--- src/rtl/reset_sequencer_if.sv ---
// Signal bundle between the reset sequencer and its environment (PLL, SDRAM
// controller, per-domain reset synchronisers, debug).
interface reset_sequencer_if;
  // There is no valid/ready handshake on this bundle. pll_locked and
  // sdram_init_done are asynchronous levels. clear_sticky is a one-cycle pulse.
  // Every output is a registered level.
  logic       pll_locked;
  logic       sdram_init_done;
  logic       clear_sticky;
  logic       rst_sdram_n;
  logic       rst_core_n;
  logic       rst_video_n;
  logic       rst_audio_n;
  logic       sys_ready;
  logic       lock_lost_sticky;
  logic [3:0] sdram_retries;
  logic [2:0] seq_state;

  // The sequencer drives the resets and status outputs.
  modport master (
    input  pll_locked, sdram_init_done, clear_sticky,
    output rst_sdram_n, rst_core_n, rst_video_n, rst_audio_n,
    output sys_ready, lock_lost_sticky, sdram_retries, seq_state
  );

  // The environment drives the lock, init-done and clear inputs.
  modport slave (
    output pll_locked, sdram_init_done, clear_sticky,
    input  rst_sdram_n, rst_core_n, rst_video_n, rst_audio_n,
    input  sys_ready, lock_lost_sticky, sdram_retries, seq_state
  );
endinterface

--- src/rtl/reset_sequencer.sv ---
// Releases per-domain resets in order (SDRAM -> core -> video/audio -> ready)
// once the synchronised PLL lock has been stable and SDRAM init has completed.
module reset_sequencer #(
  parameter int LOCK_STABLE_CYCLES = 2700,
  parameter int STAGE_GAP_CYCLES   = 27,
  parameter int SDRAM_TIMEOUT      = 65535,
  parameter int CNT_W              = 16
) (
  input  logic              clk_27m,
  input  logic              reset_n,
  reset_sequencer_if.master bus
);

  typedef enum logic [2:0] {
    WAIT_LOCK  = 3'd0,
    STABLE     = 3'd1,
    SDRAM_WAIT = 3'd2,
    CORE_GAP   = 3'd3,
    AV_GAP     = 3'd4,
    RUN        = 3'd5
  } state_t;

  localparam logic [CNT_W-1:0] STABLE_LAST  = CNT_W'(LOCK_STABLE_CYCLES - 1);
  localparam logic [CNT_W-1:0] GAP_LAST     = CNT_W'(STAGE_GAP_CYCLES - 1);
  localparam logic [CNT_W-1:0] TIMEOUT_LAST = CNT_W'(SDRAM_TIMEOUT - 1);
  localparam logic [CNT_W-1:0] CNT_ONE      = CNT_W'(1);

  state_t           state_q, state_d;
  logic [CNT_W-1:0] cnt_q, cnt_d;
  logic             lock_s1, lock_s, done_s1, done_s;
  logic             sticky_q, sticky_d;
  logic [3:0]       retries_q, retries_d;
  logic             rst_sdram_q, rst_core_q, rst_av_q, ready_q;

  always_ff @(posedge clk_27m) begin
    if (!reset_n) begin
      lock_s1     <= 1'b0;
      lock_s      <= 1'b0;
      done_s1     <= 1'b0;
      done_s      <= 1'b0;
      state_q     <= WAIT_LOCK;
      cnt_q       <= '0;
      sticky_q    <= 1'b0;
      retries_q   <= 4'd0;
      rst_sdram_q <= 1'b0;
      rst_core_q  <= 1'b0;
      rst_av_q    <= 1'b0;
      ready_q     <= 1'b0;
    end else begin
      lock_s1     <= bus.pll_locked;
      lock_s      <= lock_s1;
      done_s1     <= bus.sdram_init_done;
      done_s      <= done_s1;
      state_q     <= state_d;
      cnt_q       <= cnt_d;
      sticky_q    <= sticky_d;
      retries_q   <= retries_d;
      // Decode from the next state so the resets move on the same edge as the state.
      rst_sdram_q <= (state_d inside {SDRAM_WAIT, CORE_GAP, AV_GAP, RUN});
      rst_core_q  <= (state_d inside {CORE_GAP, AV_GAP, RUN});
      rst_av_q    <= (state_d inside {AV_GAP, RUN});
      ready_q     <= (state_d == RUN);
    end
  end

  always_comb begin
    state_d   = state_q;
    cnt_d     = cnt_q;
    sticky_d  = sticky_q;
    retries_d = retries_q;
    if (bus.clear_sticky) sticky_d = 1'b0;
    if (state_q != WAIT_LOCK && !lock_s) begin
      // Lock loss outranks everything; setting the sticky flag beats a clear.
      state_d = WAIT_LOCK;
      cnt_d   = '0;
      if (state_q == RUN) sticky_d = 1'b1;
    end else begin
      unique case (state_q)
        WAIT_LOCK: begin
          if (lock_s) begin
            state_d = STABLE;
            cnt_d   = '0;
          end
        end
        STABLE: begin
          if (cnt_q == STABLE_LAST) begin
            state_d = SDRAM_WAIT;
            cnt_d   = '0;
          end else cnt_d = cnt_q + CNT_ONE;
        end
        SDRAM_WAIT: begin
          if (done_s) begin
            state_d = CORE_GAP;
            cnt_d   = '0;
          end else if (cnt_q == TIMEOUT_LAST) begin
            state_d = STABLE;
            cnt_d   = '0;
            if (retries_q != 4'hF) retries_d = retries_q + 4'd1;
          end else cnt_d = cnt_q + CNT_ONE;
        end
        CORE_GAP: begin
          if (cnt_q == GAP_LAST) begin
            state_d = AV_GAP;
            cnt_d   = '0;
          end else cnt_d = cnt_q + CNT_ONE;
        end
        AV_GAP: begin
          if (cnt_q == GAP_LAST) begin
            state_d = RUN;
            cnt_d   = '0;
          end else cnt_d = cnt_q + CNT_ONE;
        end
        RUN: begin
          state_d = RUN;
        end
        default: begin
          state_d = WAIT_LOCK;
          cnt_d   = '0;
        end
      endcase
    end
  end

  assign bus.rst_sdram_n      = rst_sdram_q;
  assign bus.rst_core_n       = rst_core_q;
  assign bus.rst_video_n      = rst_av_q;
  assign bus.rst_audio_n      = rst_av_q;
  assign bus.sys_ready        = ready_q;
  assign bus.lock_lost_sticky = sticky_q;
  assign bus.sdram_retries    = retries_q;
  assign bus.seq_state        = state_q;

endmodule

--- src/flat_wrapper.sv ---
// flat-port wrapper written by rule: the top's interface ports become plain ports
module reset_sequencer_flat 
#(
  parameter int LOCK_STABLE_CYCLES = 2700,
  parameter int STAGE_GAP_CYCLES   = 27,
  parameter int SDRAM_TIMEOUT      = 65535,
  parameter int CNT_W              = 16
)
  (clk_27m, reset_n, bus_pll_locked, bus_sdram_init_done, bus_clear_sticky, bus_rst_sdram_n, bus_rst_core_n, bus_rst_video_n, bus_rst_audio_n, bus_sys_ready, bus_lock_lost_sticky, bus_sdram_retries, bus_seq_state);
  reset_sequencer_if bus_i ();
  input  logic clk_27m;
  input  logic reset_n;
  input wire logic [$bits(bus_i.pll_locked)-1:0] bus_pll_locked;
  input wire logic [$bits(bus_i.sdram_init_done)-1:0] bus_sdram_init_done;
  input wire logic [$bits(bus_i.clear_sticky)-1:0] bus_clear_sticky;
  output wire logic [$bits(bus_i.rst_sdram_n)-1:0] bus_rst_sdram_n;
  output wire logic [$bits(bus_i.rst_core_n)-1:0] bus_rst_core_n;
  output wire logic [$bits(bus_i.rst_video_n)-1:0] bus_rst_video_n;
  output wire logic [$bits(bus_i.rst_audio_n)-1:0] bus_rst_audio_n;
  output wire logic [$bits(bus_i.sys_ready)-1:0] bus_sys_ready;
  output wire logic [$bits(bus_i.lock_lost_sticky)-1:0] bus_lock_lost_sticky;
  output wire logic [$bits(bus_i.sdram_retries)-1:0] bus_sdram_retries;
  output wire logic [$bits(bus_i.seq_state)-1:0] bus_seq_state;
  assign bus_i.pll_locked = bus_pll_locked;
  assign bus_i.sdram_init_done = bus_sdram_init_done;
  assign bus_i.clear_sticky = bus_clear_sticky;
  assign bus_rst_sdram_n = bus_i.rst_sdram_n;
  assign bus_rst_core_n = bus_i.rst_core_n;
  assign bus_rst_video_n = bus_i.rst_video_n;
  assign bus_rst_audio_n = bus_i.rst_audio_n;
  assign bus_sys_ready = bus_i.sys_ready;
  assign bus_lock_lost_sticky = bus_i.lock_lost_sticky;
  assign bus_sdram_retries = bus_i.sdram_retries;
  assign bus_seq_state = bus_i.seq_state;
  reset_sequencer #(.LOCK_STABLE_CYCLES(LOCK_STABLE_CYCLES), .STAGE_GAP_CYCLES(STAGE_GAP_CYCLES), .SDRAM_TIMEOUT(SDRAM_TIMEOUT), .CNT_W(CNT_W)) u_core (.clk_27m(clk_27m), .reset_n(reset_n), .bus(bus_i));
endmodule
--- config.mk ---
export PLATFORM = sky130hd
export DESIGN_NAME = reset_sequencer_flat
export DESIGN_NICKNAME = d
export VERILOG_FILES = /design/src/rtl/reset_sequencer_if.sv /design/src/rtl/reset_sequencer.sv /design/src/flat_wrapper.sv
export SDC_FILE = /design/constraint.sdc
export NUM_CORES = 1
export LEC_CHECK = 0
export ABC_AREA = 0
export ABC_CLOCK_PERIOD_IN_PS = 3300
export BUFFER_PORTS_ARGS = -buffer_cell sky130_fd_sc_hd__buf_2
export CORE_ASPECT_RATIO = 1.5
export CORE_MARGIN = 2
export CORE_UTILIZATION = 55
export CTS_CLUSTER_DIAMETER = 60
export DETAILED_ROUTE_END_ITERATION = 16
export HOLD_SLACK_MARGIN = 0.05
export PLACE_DENSITY = 0.81
export RECOVER_POWER = 50
export SKIP_CTS_REPAIR_TIMING = 1
export SLEW_MARGIN = 0
export SYNTH_ARGS = -nofsm -noshare
export SYNTH_HDL_FRONTEND = slang
export SYNTH_SLANG_ARGS = --single-unit
export TNS_END_PERCENT = 100
--- constraint.sdc ---
create_clock -name clk_27m -period 3.3 [get_ports clk_27m]
set_input_delay 0.165 -clock clk_27m [delete_from_list [all_inputs] [get_ports clk_27m]]
set_output_delay 0.165 -clock clk_27m [all_outputs]
set_load 0.01 [all_outputs]
* Word level (Yosys, flattened, before mapping)
Cells that the tools add are included.
Word-level totals: register bits 32, output and inout bits 13, input port bits 5
Cells by class: equal/unequal tests 14, bitwise operators 4, add/sub/neg operators 2, multiplexer cells 17, reductions and logical operators 11
Operators by type and width (count):
- $mux W16 | 5
- $pmux W16 S5 | 1
- $mux W3 | 7
- $pmux W3 S6 | 1
- $add A16 B1 Y16 const B | 1
- $eq A16 B12 Y1 const B | 1
- $eq A16 B16 Y1 const B | 1
- $eq A16 B5 Y1 const B | 1
- $eq A3 B2 Y1 const B | 4
- $eq A3 B3 Y1 const B | 4
- $reduce_bool A3 Y1 | 2
- $reduce_and A5 Y1 | 1
- $add A4 B1 Y4 const B | 1
- $ne A4 B4 Y1 const B | 1
- $not A1 Y1 | 4
- $reduce_bool A4 Y1 | 1
- $reduce_or A2 Y1 | 2
- $eq A3 B1 Y1 const B | 1
- $logic_not A3 Y1 | 1
- $mux W1 | 3
- $ne A2 B1 Y1 const B | 1
- $reduce_and A2 Y1 | 1
- $reduce_bool A2 Y1 | 1
- $logic_and A1 B1 Y1 | 1
- $logic_not A1 Y1 | 1

* Depth between registers and ports, before layout
depth in word-level cells 7, gate-level depth with buffers 8, mapped depth without buffers 8

* Least setup slack after synthesis
Ideal clock, no wire load.
path type register to register, start register u_core.cnt_q[0], end register u_core.cnt_q[0], stages on the path, launching flop included 9, path slack 1.419 ns, data arrival time 1.817 ns, library setup time 0.064 ns, period minus slack after synthesis 1.881 ns, cells stage by stage dfxtp_1 inv_1 ha_1 nor4b_1 and4_1 o32a_1 a41o_1 buf_2 nor2_1
Between the ends: longest elaborated chain between the ends 4
Ends and longest elaborated chain:
- start, declared | RTL line reset_sequencer.sv:29 | logic [CNT_W-1:0] cnt_q, cnt_d;
- start signal, assigned | RTL line reset_sequencer.sv:55 | cnt_q <= cnt_d;
- $add A16 B1 Y16 / $eq A16 B16 Y1 (equally long branches)
- $mux W16 | RTL line reset_sequencer.sv:95 | end else if (cnt_q == TIMEOUT_LAST) begin
- $mux W16 | RTL line reset_sequencer.sv:92 | if (done_s) begin
- $pmux W16 S5 * | RTL line reset_sequencer.sv:78 | unique case (state_q)
Every way passes the cells marked *; elsewhere a longest branch is shown, timed or not. A chain may end at the register's enable or synchronous reset.

* Final worst setup path
start register u_core.cnt_q[3], end register u_core.cnt_q[11]
The elaborated chain is that of the path after synthesis.

==> impl_metrics.env <==
export IMPL_pwr_share_clk_pct=41.4
export IMPL_synth_enable_flop_cells=0
export IMPL_dieArea_um2=3130
export IMPL_fin_util_pct=63.3
export IMPL_yosysWarnings=0
export IMPL_fin_nets=196
export IMPL_p_per_area_nw_per_um2=444
export IMPL_worstSetupPathType="flip-flop to flip-flop"
export IMPL_reg2reg_depth=5
export IMPL_slew_violations=0
export IMPL_crit_fanout=15
export IMPL_yosysTopAreaCellShare_pct=43.3
export IMPL_core_area_um2=2620
export IMPL_finalCritPeriodShare_pct=71.6
export IMPL_clock_fmax_ghz=0.423
export IMPL_r2r_end="u_core.cnt_q[11]"
export IMPL_status="finished clean"
export IMPL_synth_most_common_cell="dfxtp_1"
export IMPL_cts_made_buffers=5
export IMPL_seq_power_share_pct=53.9
export IMPL_place_gp_congestion=0.905
export IMPL_irDropWorstVdd_v=0.000294
export IMPL_fin_skew_ps=5.55
export IMPL_port_buffers=17
export IMPL_syn_to_final_growth_pct=12.0
export IMPL_min_to="u_core.lock_s1"
export IMPL_ios=18
export IMPL_rows=23
export IMPL_holdPathStages=2
export IMPL_yosysSeqAreaShare_pct=43.3
export IMPL_p_int_uw=574
export IMPL_top_register="u_core.cnt_q"
export IMPL_antenna_left=0
export IMPL_power_leakage_nw=0.620
export IMPL_ys_flop_type="dfxtp_1"
export IMPL_finalSetupViolations=0
export IMPL_crit_chain="nor4b_1, and4_1, o32a_1, a41o_1, o21ai_0"
export IMPL_cts_root_buf="clkbuf_8"
export IMPL_hpwl_mm=2.34
export IMPL_diodes=0
export IMPL_grtUsageTotal_pct=24.6
export IMPL_die_h_um=67.5
export IMPL_async_flop_share_pct=0
export IMPL_synth_commonest_cells="dfxtp_1 (32), nor2_1 (18), nand2_1 (9), nand3_1 (9), xor2_1 (8)"
export IMPL_drv_cap=0
export IMPL_cp_start_kind="flip-flop"
export IMPL_cts_num_sinks=32
export IMPL_drive_gt1_share_pct=5.82
export IMPL_grt_pass1_wl_mm=5.49
export IMPL_n_fill_cell=228
export IMPL_wl_mm=3.21
export IMPL_final_hold_viol_count=0
export IMPL_power_combinational_fraction_pct=4.7
export IMPL_vias=1294
export IMPL_endpoint_kind="flip-flop"
export IMPL_grt_max_degree=16
export IMPL_die_w_um=46.4
export IMPL_grt_pass1_vias=1255
export IMPL_p_switching_uw=163
export IMPL_hp_class="primary input to flip-flop"
export IMPL_tightest_slew_ps=717
export IMPL_routedWlPerCell_um=14.2
export IMPL_start_util_pct=56.5
export IMPL_synth_area_top_cells="dfxtp_1 (43%), xor2_1 (4.7%), nor2_1 (4.6%), xnor2_1 (3.6%), nand3_1 (3.0%)"
export IMPL_antenna_found_initial=0
export IMPL_finalSetupTns_ps=0
export IMPL_fin_total_pwr_uw=737
export IMPL_largest_reg_flops=16
export IMPL_first_pass_iters=4
export IMPL_fin_crit_ps=2360
export IMPL_synth_area_um2=1480
export IMPL_synth_nets=176
export IMPL_synth_area_per_cell_um2=8.81
export IMPL_slowest_stage="nor4b_1"
export IMPL_cts_reportedPaths_clkPinSlew_ps=60
export IMPL_cp_required_ps=3450
export IMPL_drcViolationCount=0
export IMPL_yosysUniqueCellTypes=40
export IMPL_via_per_inst=5.73
export IMPL_cts_htree_levels=2
export IMPL_cts_buffer_depth=2
export IMPL_clk_latency_ps=280
export IMPL_r2r_start="u_core.cnt_q[3]"
export IMPL_r2r_setup_slack_ps=940
export IMPL_cts_tree="yes"
export IMPL_critPathArrivalTime_ps=2510
export IMPL_min_from="bus_pll_locked"
export IMPL_fin_area_um2=1660
export IMPL_swShare_pct=22.1
export IMPL_synth_cells=168
export IMPL_drt_iter0_drc=45
export IMPL_yosysTopAreaCell="dfxtp_1"
export IMPL_placed_area_um2=1590
export IMPL_critPathMaxStageDelay_ps=550
export IMPL_ys_ff_latch=32
export IMPL_rsz0062_at_grt="no"
export IMPL_slew_headroom_pct=51.7
export IMPL_grt_overflow_total=0
[through the flow]
stage                     hold WS [ps]  worst slack, ps  instances
after floorplan                    283             1420        168
after global placement             373             1200        218
after detailed placement           376             1090        218
after CTS                         79.5             1050        226
after global routing              86.2              837        226
final                             82.3              939        226
[power by group through the flow]
| stage | Combinational, mW | Clock [mW] | Sequential (mW) |
|---|---|---|---|
| floorplan | 0.0259 | 0 | 0.403 |
| global placement | 0.0328 | 0 | 0.405 |
| detailed placement | 0.0342 | 0 | 0.405 |
| CTS | 0.0346 | 0.311 | 0.397 |
| global route | 0.0388 | 0.328 | 0.398 |
| finish | 0.0348 | 0.305 | 0.397 |
[cells by family after synthesis]
kind of cell	Yosys count	share of synthesized area, %
xor gates and xnor gates	14	8.28
adders and majority gates	3	2.54
buffers and inverters	10	2.87
and+or+nand+nor	86	32.9
DFF	32	43.3
AOI/OAI and AO/OA	22	9.47
muxes	1	0.676
[worst max path at each step]
stage,to,start,depth (start not counted),slack (ps)
3_5_place_dp,u_core.cnt_q[1],u_core.cnt_q[0],7,1090
6_report,u_core.cnt_q[11],u_core.cnt_q[3],5,940
5_1_grt,u_core.cnt_q[11],u_core.cnt_q[0],7,840
3_3_place_gp,u_core.cnt_q[1],u_core.cnt_q[0],7,1200
2_1_floorplan,u_core.cnt_q[0],u_core.cnt_q[0],8,1420
4_1_cts,u_core.cnt_q[11],u_core.cnt_q[0],7,1050
[critical path: cells and delay by family (launching register included)]
family,cells,cell delay [ps]
AO/OA/AOI/OAI,3,880
flip-flops,1,420
AND/OR/NAND/NOR,2,920
[final cells by class]
type / instances / area [um2] / share of cell area, %
multi-input cells: 126 / 791 / 47.7
clock buffers: 8 / 90.1 / 5.43
well taps: 37 / 46.3 / 2.79
inverters: 6 / 22.5 / 1.36
flip-flops and latches: 32 / 641 / 38.6
repair buffers: 17 / 67.6 / 4.08
[cells in the final DEF (no fill, tap or decap), drive strengths merged, types with 4 or more instances in the layout]
cell / netlist / final
nor2b: 5 / 5
inv: 6 / 6
and2: 7 / 7
clkbuf: 2 / 22
nand4: 6 / 6
nand3: 9 / 9
nand2: 9 / 9
nor3: 6 / 6
nand2b: 5 / 5
dfxtp: 32 / 32
nor2: 19 / 19
o21ai: 8 / 8
xnor2: 6 / 6
xor2: 8 / 8
or3: 4 / 4
nor4b: 5 / 5
[routing by layer]
| metal | routed length, um | global-route usage [%] |
|---|---|---|
| met1 | 1210 | 28.0 |
| met2 | 1660 | 38.2 |
| met3 | 170 | 6.42 |
| met4 | 165 | 18.2 |
| met5 | 0 | 0 |
Power figures use the tool's default switching activity.
